`src/rtl/instr_encoder_loader_if.sv`:
```
// rtl/instr_encoder_loader_if.sv - request and instruction-memory bus of the instruction encoder/loader
interface instr_encoder_loader_if #(
  parameter int ADDR_W = 8
);
  logic              req_valid;
  logic              req_ready;
  logic [2:0]        req_op;
  logic [4:0]        req_rs;
  logic [4:0]        req_rt;
  logic [4:0]        req_rd;
  logic [5:0]        req_funct;
  logic [15:0]       req_imm;
  logic [25:0]       req_target;
  logic              imem_we;
  logic [ADDR_W-1:0] imem_addr;
  logic [31:0]       imem_wdata;
  logic              imem_ready;
  logic              err_illegal;
  logic              mem_full;
  logic [ADDR_W:0]   words_done;

  modport master (
    output req_valid, req_op, req_rs, req_rt, req_rd, req_funct, req_imm, req_target,
    output imem_ready,
    input  req_ready, imem_we, imem_addr, imem_wdata, err_illegal, mem_full, words_done
  );

  modport slave (
    input  req_valid, req_op, req_rs, req_rt, req_rd, req_funct, req_imm, req_target,
    input  imem_ready,
    output req_ready, imem_we, imem_addr, imem_wdata, err_illegal, mem_full, words_done
  );
endinterface

```
`src/rtl/instr_encoder_loader.sv`:
```
// rtl/instr_encoder_loader.sv - packs field-level MIPS requests into words, buffers them, streams them to imem
module instr_encoder_loader #(
  parameter int DEPTH     = 4,
  parameter int ADDR_W    = 8,
  parameter int BASE_ADDR = 0
) (
  input  logic                      clk,
  input  logic                      rst,
  instr_encoder_loader_if.slave     bus
);
  localparam int PW = $clog2(DEPTH);
  localparam logic [ADDR_W-1:0] LAST_ADDR = {ADDR_W{1'b1}};

  logic [31:0]       fifo_mem [DEPTH];
  logic [PW:0]       wr_ptr;
  logic [PW:0]       rd_ptr;
  logic [ADDR_W-1:0] addr_q;
  logic [ADDR_W:0]   done_q;
  logic              full_q;
  logic              err_q;

  logic        fifo_empty;
  logic        fifo_full;
  logic        accept;
  logic        push;
  logic        pop;
  logic        legal;
  logic [31:0] enc_word;

  // Extra pointer bit separates full from empty when the index bits match.
  assign fifo_empty = (wr_ptr == rd_ptr);
  assign fifo_full  = (wr_ptr[PW] != rd_ptr[PW]) && (wr_ptr[PW-1:0] == rd_ptr[PW-1:0]);

  assign bus.req_ready   = !fifo_full && !full_q;
  assign bus.imem_we     = !fifo_empty && !full_q;
  assign bus.imem_wdata  = fifo_empty ? 32'h0 : fifo_mem[rd_ptr[PW-1:0]];
  assign bus.imem_addr   = addr_q;
  assign bus.words_done  = done_q;
  assign bus.mem_full    = full_q;
  assign bus.err_illegal = err_q;

  assign accept = bus.req_valid && bus.req_ready;
  assign push   = accept && legal;
  assign pop    = bus.imem_we && bus.imem_ready;

  always_comb begin
    enc_word = 32'h0;
    legal    = 1'b1;
    case (bus.req_op)
      3'd0:    enc_word = {6'h23, bus.req_rs, bus.req_rt, bus.req_imm};
      3'd1:    enc_word = {6'h2B, bus.req_rs, bus.req_rt, bus.req_imm};
      3'd2:    enc_word = {6'h00, bus.req_rs, bus.req_rt, bus.req_rd, 5'b0, bus.req_funct};
      3'd3:    enc_word = {6'h08, bus.req_rs, bus.req_rt, bus.req_imm};
      3'd4:    enc_word = {6'h02, bus.req_target};
      3'd5:    enc_word = {6'h04, bus.req_rs, bus.req_rt, bus.req_imm};
      default: legal = 1'b0;
    endcase
  end

  always_ff @(posedge clk) begin
    if (!rst && push) begin
      fifo_mem[wr_ptr[PW-1:0]] <= enc_word;
    end
  end

  always_ff @(posedge clk) begin
    if (rst) begin
      wr_ptr <= '0;
      rd_ptr <= '0;
      addr_q <= ADDR_W'(BASE_ADDR);
      done_q <= '0;
      full_q <= 1'b0;
      err_q  <= 1'b0;
    end else begin
      err_q <= accept && !legal;
      if (push) begin
        wr_ptr <= wr_ptr + 1'b1;
      end
      if (pop) begin
        rd_ptr <= rd_ptr + 1'b1;
        done_q <= done_q + 1'b1;
        // The top address is the last one ever written; freeze rather than wrap.
        if (addr_q == LAST_ADDR) begin
          full_q <= 1'b1;
        end else begin
          addr_q <= addr_q + 1'b1;
        end
      end
    end
  end
endmodule
```
`src/flat_wrapper.sv`:
```
// flat-port wrapper written by rule: the top's interface ports become plain ports
module instr_encoder_loader_flat 
#(
  parameter int DEPTH     = 4,
  parameter int ADDR_W    = 8,
  parameter int BASE_ADDR = 0
)
  (clk, rst, bus_req_valid, bus_req_op, bus_req_rs, bus_req_rt, bus_req_rd, bus_req_funct, bus_req_imm, bus_req_target, bus_imem_ready, bus_req_ready, bus_imem_we, bus_imem_addr, bus_imem_wdata, bus_err_illegal, bus_mem_full, bus_words_done);
  instr_encoder_loader_if #(.ADDR_W(ADDR_W)) bus_i ();
  input  logic clk;
  input  logic rst;
  input wire logic [$bits(bus_i.req_valid)-1:0] bus_req_valid;
  input wire logic [$bits(bus_i.req_op)-1:0] bus_req_op;
  input wire logic [$bits(bus_i.req_rs)-1:0] bus_req_rs;
  input wire logic [$bits(bus_i.req_rt)-1:0] bus_req_rt;
  input wire logic [$bits(bus_i.req_rd)-1:0] bus_req_rd;
  input wire logic [$bits(bus_i.req_funct)-1:0] bus_req_funct;
  input wire logic [$bits(bus_i.req_imm)-1:0] bus_req_imm;
  input wire logic [$bits(bus_i.req_target)-1:0] bus_req_target;
  input wire logic [$bits(bus_i.imem_ready)-1:0] bus_imem_ready;
  output wire logic [$bits(bus_i.req_ready)-1:0] bus_req_ready;
  output wire logic [$bits(bus_i.imem_we)-1:0] bus_imem_we;
  output wire logic [$bits(bus_i.imem_addr)-1:0] bus_imem_addr;
  output wire logic [$bits(bus_i.imem_wdata)-1:0] bus_imem_wdata;
  output wire logic [$bits(bus_i.err_illegal)-1:0] bus_err_illegal;
  output wire logic [$bits(bus_i.mem_full)-1:0] bus_mem_full;
  output wire logic [$bits(bus_i.words_done)-1:0] bus_words_done;
  assign bus_i.req_valid = bus_req_valid;
  assign bus_i.req_op = bus_req_op;
  assign bus_i.req_rs = bus_req_rs;
  assign bus_i.req_rt = bus_req_rt;
  assign bus_i.req_rd = bus_req_rd;
  assign bus_i.req_funct = bus_req_funct;
  assign bus_i.req_imm = bus_req_imm;
  assign bus_i.req_target = bus_req_target;
  assign bus_i.imem_ready = bus_imem_ready;
  assign bus_req_ready = bus_i.req_ready;
  assign bus_imem_we = bus_i.imem_we;
  assign bus_imem_addr = bus_i.imem_addr;
  assign bus_imem_wdata = bus_i.imem_wdata;
  assign bus_err_illegal = bus_i.err_illegal;
  assign bus_mem_full = bus_i.mem_full;
  assign bus_words_done = bus_i.words_done;
  instr_encoder_loader #(.DEPTH(DEPTH), .ADDR_W(ADDR_W), .BASE_ADDR(BASE_ADDR)) u_core (.clk(clk), .rst(rst), .bus(bus_i));
endmodule
```
`config.mk`:
```
export PLATFORM = sky130hd
export DESIGN_NAME = instr_encoder_loader_flat
export DESIGN_NICKNAME = d
export VERILOG_FILES = /design/src/rtl/instr_encoder_loader_if.sv /design/src/rtl/instr_encoder_loader.sv /design/src/flat_wrapper.sv
export SDC_FILE = /design/constraint.sdc
export NUM_CORES = 1
export LEC_CHECK = 0
export CAP_MARGIN = 20
export CORE_ASPECT_RATIO = 0.8
export CORE_UTILIZATION = 31
export DETAILED_ROUTE_END_ITERATION = 10
export SYNTH_ARGS = -nofsm -noshare
export SYNTH_HDL_FRONTEND = slang
export SYNTH_SLANG_ARGS = --single-unit
```
`constraint.sdc`:
```
create_clock -name clk -period 2.8 [get_ports clk]
set_input_delay 0.56 -clock clk [delete_from_list [all_inputs] [get_ports clk]]
set_output_delay 0.56 -clock clk [all_outputs]
set_load 0.005 [all_outputs]
```
==> flow_metrics.env <==
export IMPL_grt_start_max_net_pins=31
export IMPL_syn_inst=453
export IMPL_intPower_mw=4.65
export IMPL_initial_core_util_pct=32.1
export IMPL_die_area_um2=21400
export IMPL_ys_ff_latch=147
export IMPL_routed_wl_um=15500
export IMPL_max_freq_mhz=370
export IMPL_power_density_nw_per_um2=694
export IMPL_die_w_um=163
export IMPL_ys_types=43
export IMPL_worst_slew_pin_slew_ps=1100
export IMPL_slowest_delay_ps=560
export IMPL_placed_area_um2=8110
export IMPL_max_cap_viol_count=0
export IMPL_drt_pre_antenna_iters=5
export IMPL_layout_cells_non_filler=865
export IMPL_crit_path_top_delay_cell="mux4_2"
export IMPL_p_leak_nw=3.01
export IMPL_max_slew_margin_pct=26.5
export IMPL_yosysSeqAreaShare_pct=64.1
export IMPL_swShare_pct=23.8
export IMPL_cts_sinks=147
export IMPL_slew_viol_final=0
export IMPL_ff2ff_path_depth=5
export IMPL_hpwl_um=10800
export IMPL_final_setup_skew_ps=8.35
export IMPL_antenna_cells=0
export IMPL_dp_slack_ps=-9.59
export IMPL_antenna_found_initial=0
export IMPL_io_buffers=121
export IMPL_hold_depth=2
export IMPL_die_y_um=131
export IMPL_ant_nets=0
export IMPL_insertion_delay_ps=420
export IMPL_ir_drop_mv=0.369
export IMPL_grt_pass1_wl_um=24400
export IMPL_grt_pass1_vias=4383
export IMPL_finalPower_mw=6.10
export IMPL_power_switching_mw=1.45
export IMPL_p_comb_share_pct=21.6
export IMPL_gp_congestion=0.802
export IMPL_syn_mean_instance_area_um2=14.3
export IMPL_fillers=1791
export IMPL_final_cell_area_um2=8790
export IMPL_endpoint_kind="output port"
export IMPL_core_rowCount=46
export IMPL_yosys_warnings=0
export IMPL_fp_coreArea_um2=20100
export IMPL_finalNetCount=665
export IMPL_track_usage_pct=15.2
export IMPL_io_pins=123
export IMPL_htreeDepth=4
export IMPL_finalCritPeriodShare_pct=96.6
export IMPL_cts_buffer_depth=2
export IMPL_layout_drive_gt1_share_pct=17.3
export IMPL_cp_max_fo=17
export IMPL_cts_buffers=17
export IMPL_status="finished, final reports clean"
export IMPL_fin_ws_ps=94.4
export IMPL_synth_edf_count=120
export IMPL_hold_violations=0
export IMPL_async_flop_share_pct=0
export IMPL_postCtsSetupBuffers=0
export IMPL_dp_cells=833
export IMPL_cp_arrival_ps=2150
export IMPL_avgViaCountPerCell=4.93
export IMPL_area_delta_synth_final_pct=36.1
export IMPL_syn_num_nets=530
export IMPL_clkPwrFrac_pct=37.3
export IMPL_post_route_drc_count=0
export IMPL_drtIter0Drc=261
export IMPL_syn_cell_area_um2=6460
export IMPL_critPathRequiredTime_ps=2240
export IMPL_cts_root_buf="clkbuf_16"
export IMPL_grt_overflow=0
export IMPL_p_seq_share_pct=41.1
export IMPL_final_cell_mix="clkdlybuf4s50_1, edfxtp_1, inv_1"
export IMPL_drt_wirelength_per_cell_um=17.9
export IMPL_vias=4262
export IMPL_path_cells="buf_12 > mux4_2 > nor2b_1 > clkdlybuf4s50_1"
export IMPL_path_clk_slew_ps=60
export IMPL_yosys_most_used_dff="edfxtp_1"
export IMPL_cts_tree="built"
export IMPL_period_minus_slack_ps=2710
export IMPL_start_kind="flop"
export IMPL_setup_viol=0
export IMPL_critical_path_class="reg2out"
export IMPL_hp_class="reg2reg"
-- routing by layer --
metal	routed length (um)	share of wire, %	global-route usage [%]	up-vias
met4	139	0.90	4.52	0
met2	7930	51	25.8	83
met1	6800	44	18.5	2171
li1	-	-	-	2000
met3	655	4.2	4.29	8
met5	0	0	0	-
-- cell usage after synthesis (2+ instances only) --
| master | number | area share [%] |
|---|---|---|
| nor2b_1 | 34 | 3.3 |
| clkbuf_1 | 18 | 1.0 |
| mux2i_1 | 3 | 0.46 |
| buf_4 | 2 | 0.23 |
| nand3_1 | 5 | 0.39 |
| or4_1 | 9 | 1.0 |
| o31ai_1 | 8 | 0.93 |
| a311oi_1 | 3 | 0.41 |
| o21ai_0 | 4 | 0.31 |
| edfxtp_1 | 120 | 56 |
| dfxtp_1 | 27 | 8.4 |
| a22o_1 | 5 | 0.68 |
| and4_1 | 3 | 0.41 |
| and2_1 | 6 | 0.58 |
| nor2_1 | 26 | 1.5 |
| a22oi_1 | 21 | 2.4 |
| buf_1 | 4 | 0.23 |
| buf_2 | 4 | 0.31 |
| nor3b_1 | 2 | 0.23 |
| nand2_1 | 10 | 0.58 |
| ha_1 | 7 | 1.4 |
| xnor2_1 | 7 | 0.95 |
| mux4_2 | 30 | 10 |
| inv_1 | 38 | 2.2 |
| o22ai_1 | 21 | 2.0 |
| a21oi_1 | 17 | 1.3 |
| or3_1 | 3 | 0.29 |
-- critical path, delay by kind of cell, from the launching register on --
family	cells	cell delay [ps]
buf+inv	2	640
mux	1	560
flops	1	370
simple gates	1	160
-- final timing paths --
path | start | slack [ps] | endpoint
worst max-delay path | flop | 90 | bus_imem_wdata[4]
worst min-delay path | u_core.bus.words_done[8]$_SDFFE_PP0P_ | 490 | u_core.bus.words_done[8]$_SDFFE_PP0P_
worst min register to register | u_core.bus.words_done[8]$_SDFFE_PP0P_ | 490 | u_core.bus.words_done[8]$_SDFFE_PP0P_
worst max register to register | u_core.wr_ptr[0]$_SDFFE_PP0P_ | 750 | u_core.fifo_mem[1][18]$_DFFE_PP_
-- power by group through the flow --
stage	clock (mW)	sequential, mW	combinational [mW]
after CTS	2.32	2.50	1.34
after detailed placement	0	2.54	1.32
after global placement	0	2.54	1.31
after floorplan	0	2.53	0.668
final	2.28	2.51	1.32
after global routing	2.41	2.51	1.44
-- registers in the layout (all words and copies together) (netlist names), named ones only --
name	cells
u_core.fifo_mem	120
u_core.bus.imem_addr	8
u_core.wr_ptr	3
u_core.bus.words_done	9
u_core.bus.err_illegal	1
u_core.rd_ptr	3
u_core.bus.mem_full	1
-- cell type report --
| class | count | area [um^2] | area share, % |
|---|---|---|---|
| clock inverters | 5 | 30.0 | 0.341 |
| flip-flops and latches | 147 | 4150 | 47.2 |
| inverters | 38 | 143 | 1.62 |
| clock buffers | 27 | 589 | 6.70 |
| repair buffers | 145 | 1460 | 16.5 |
| well taps | 264 | 330 | 3.76 |
| multi-input cells | 239 | 2090 | 23.8 |
-- stage by stage --
step	hold slack (ps)	utilization (%)	TNS, ps
floorplan	468	-	0
global placement	465	40.3	0
detailed placement	479	40.3	-38.3
CTS	490	43.5	0
global route	522	43.7	-12.5
finish	488	43.7	0
-- repair_timing --
| item | 4_1_cts | 5_1_grt |
|---|---|---|
| hold buffers | 0 | 0 |
| gates resized for setup | 5 | 8 |
| pin swaps | 1 | 0 |
| setup endpoints to repair | 30 | 27 |
| hold endpoints to repair | 0 | 0 |
| cloned | 0 | 0 |
-- kinds of logic after synthesis --
logic type	after synthesis	synth area share, %
other	1	0.0581
buffers and inverters	67	4.20
AND/OR/NAND/NOR	103	8.83
adder cells (fa/ha/maj)	7	1.36
AO/OA/AOI/OAI	86	9.22
flip-flops	147	64.1
XOR/XNOR	8	1.08
multiplexers	34	11.1
Power figures use the tool's default switching activity.
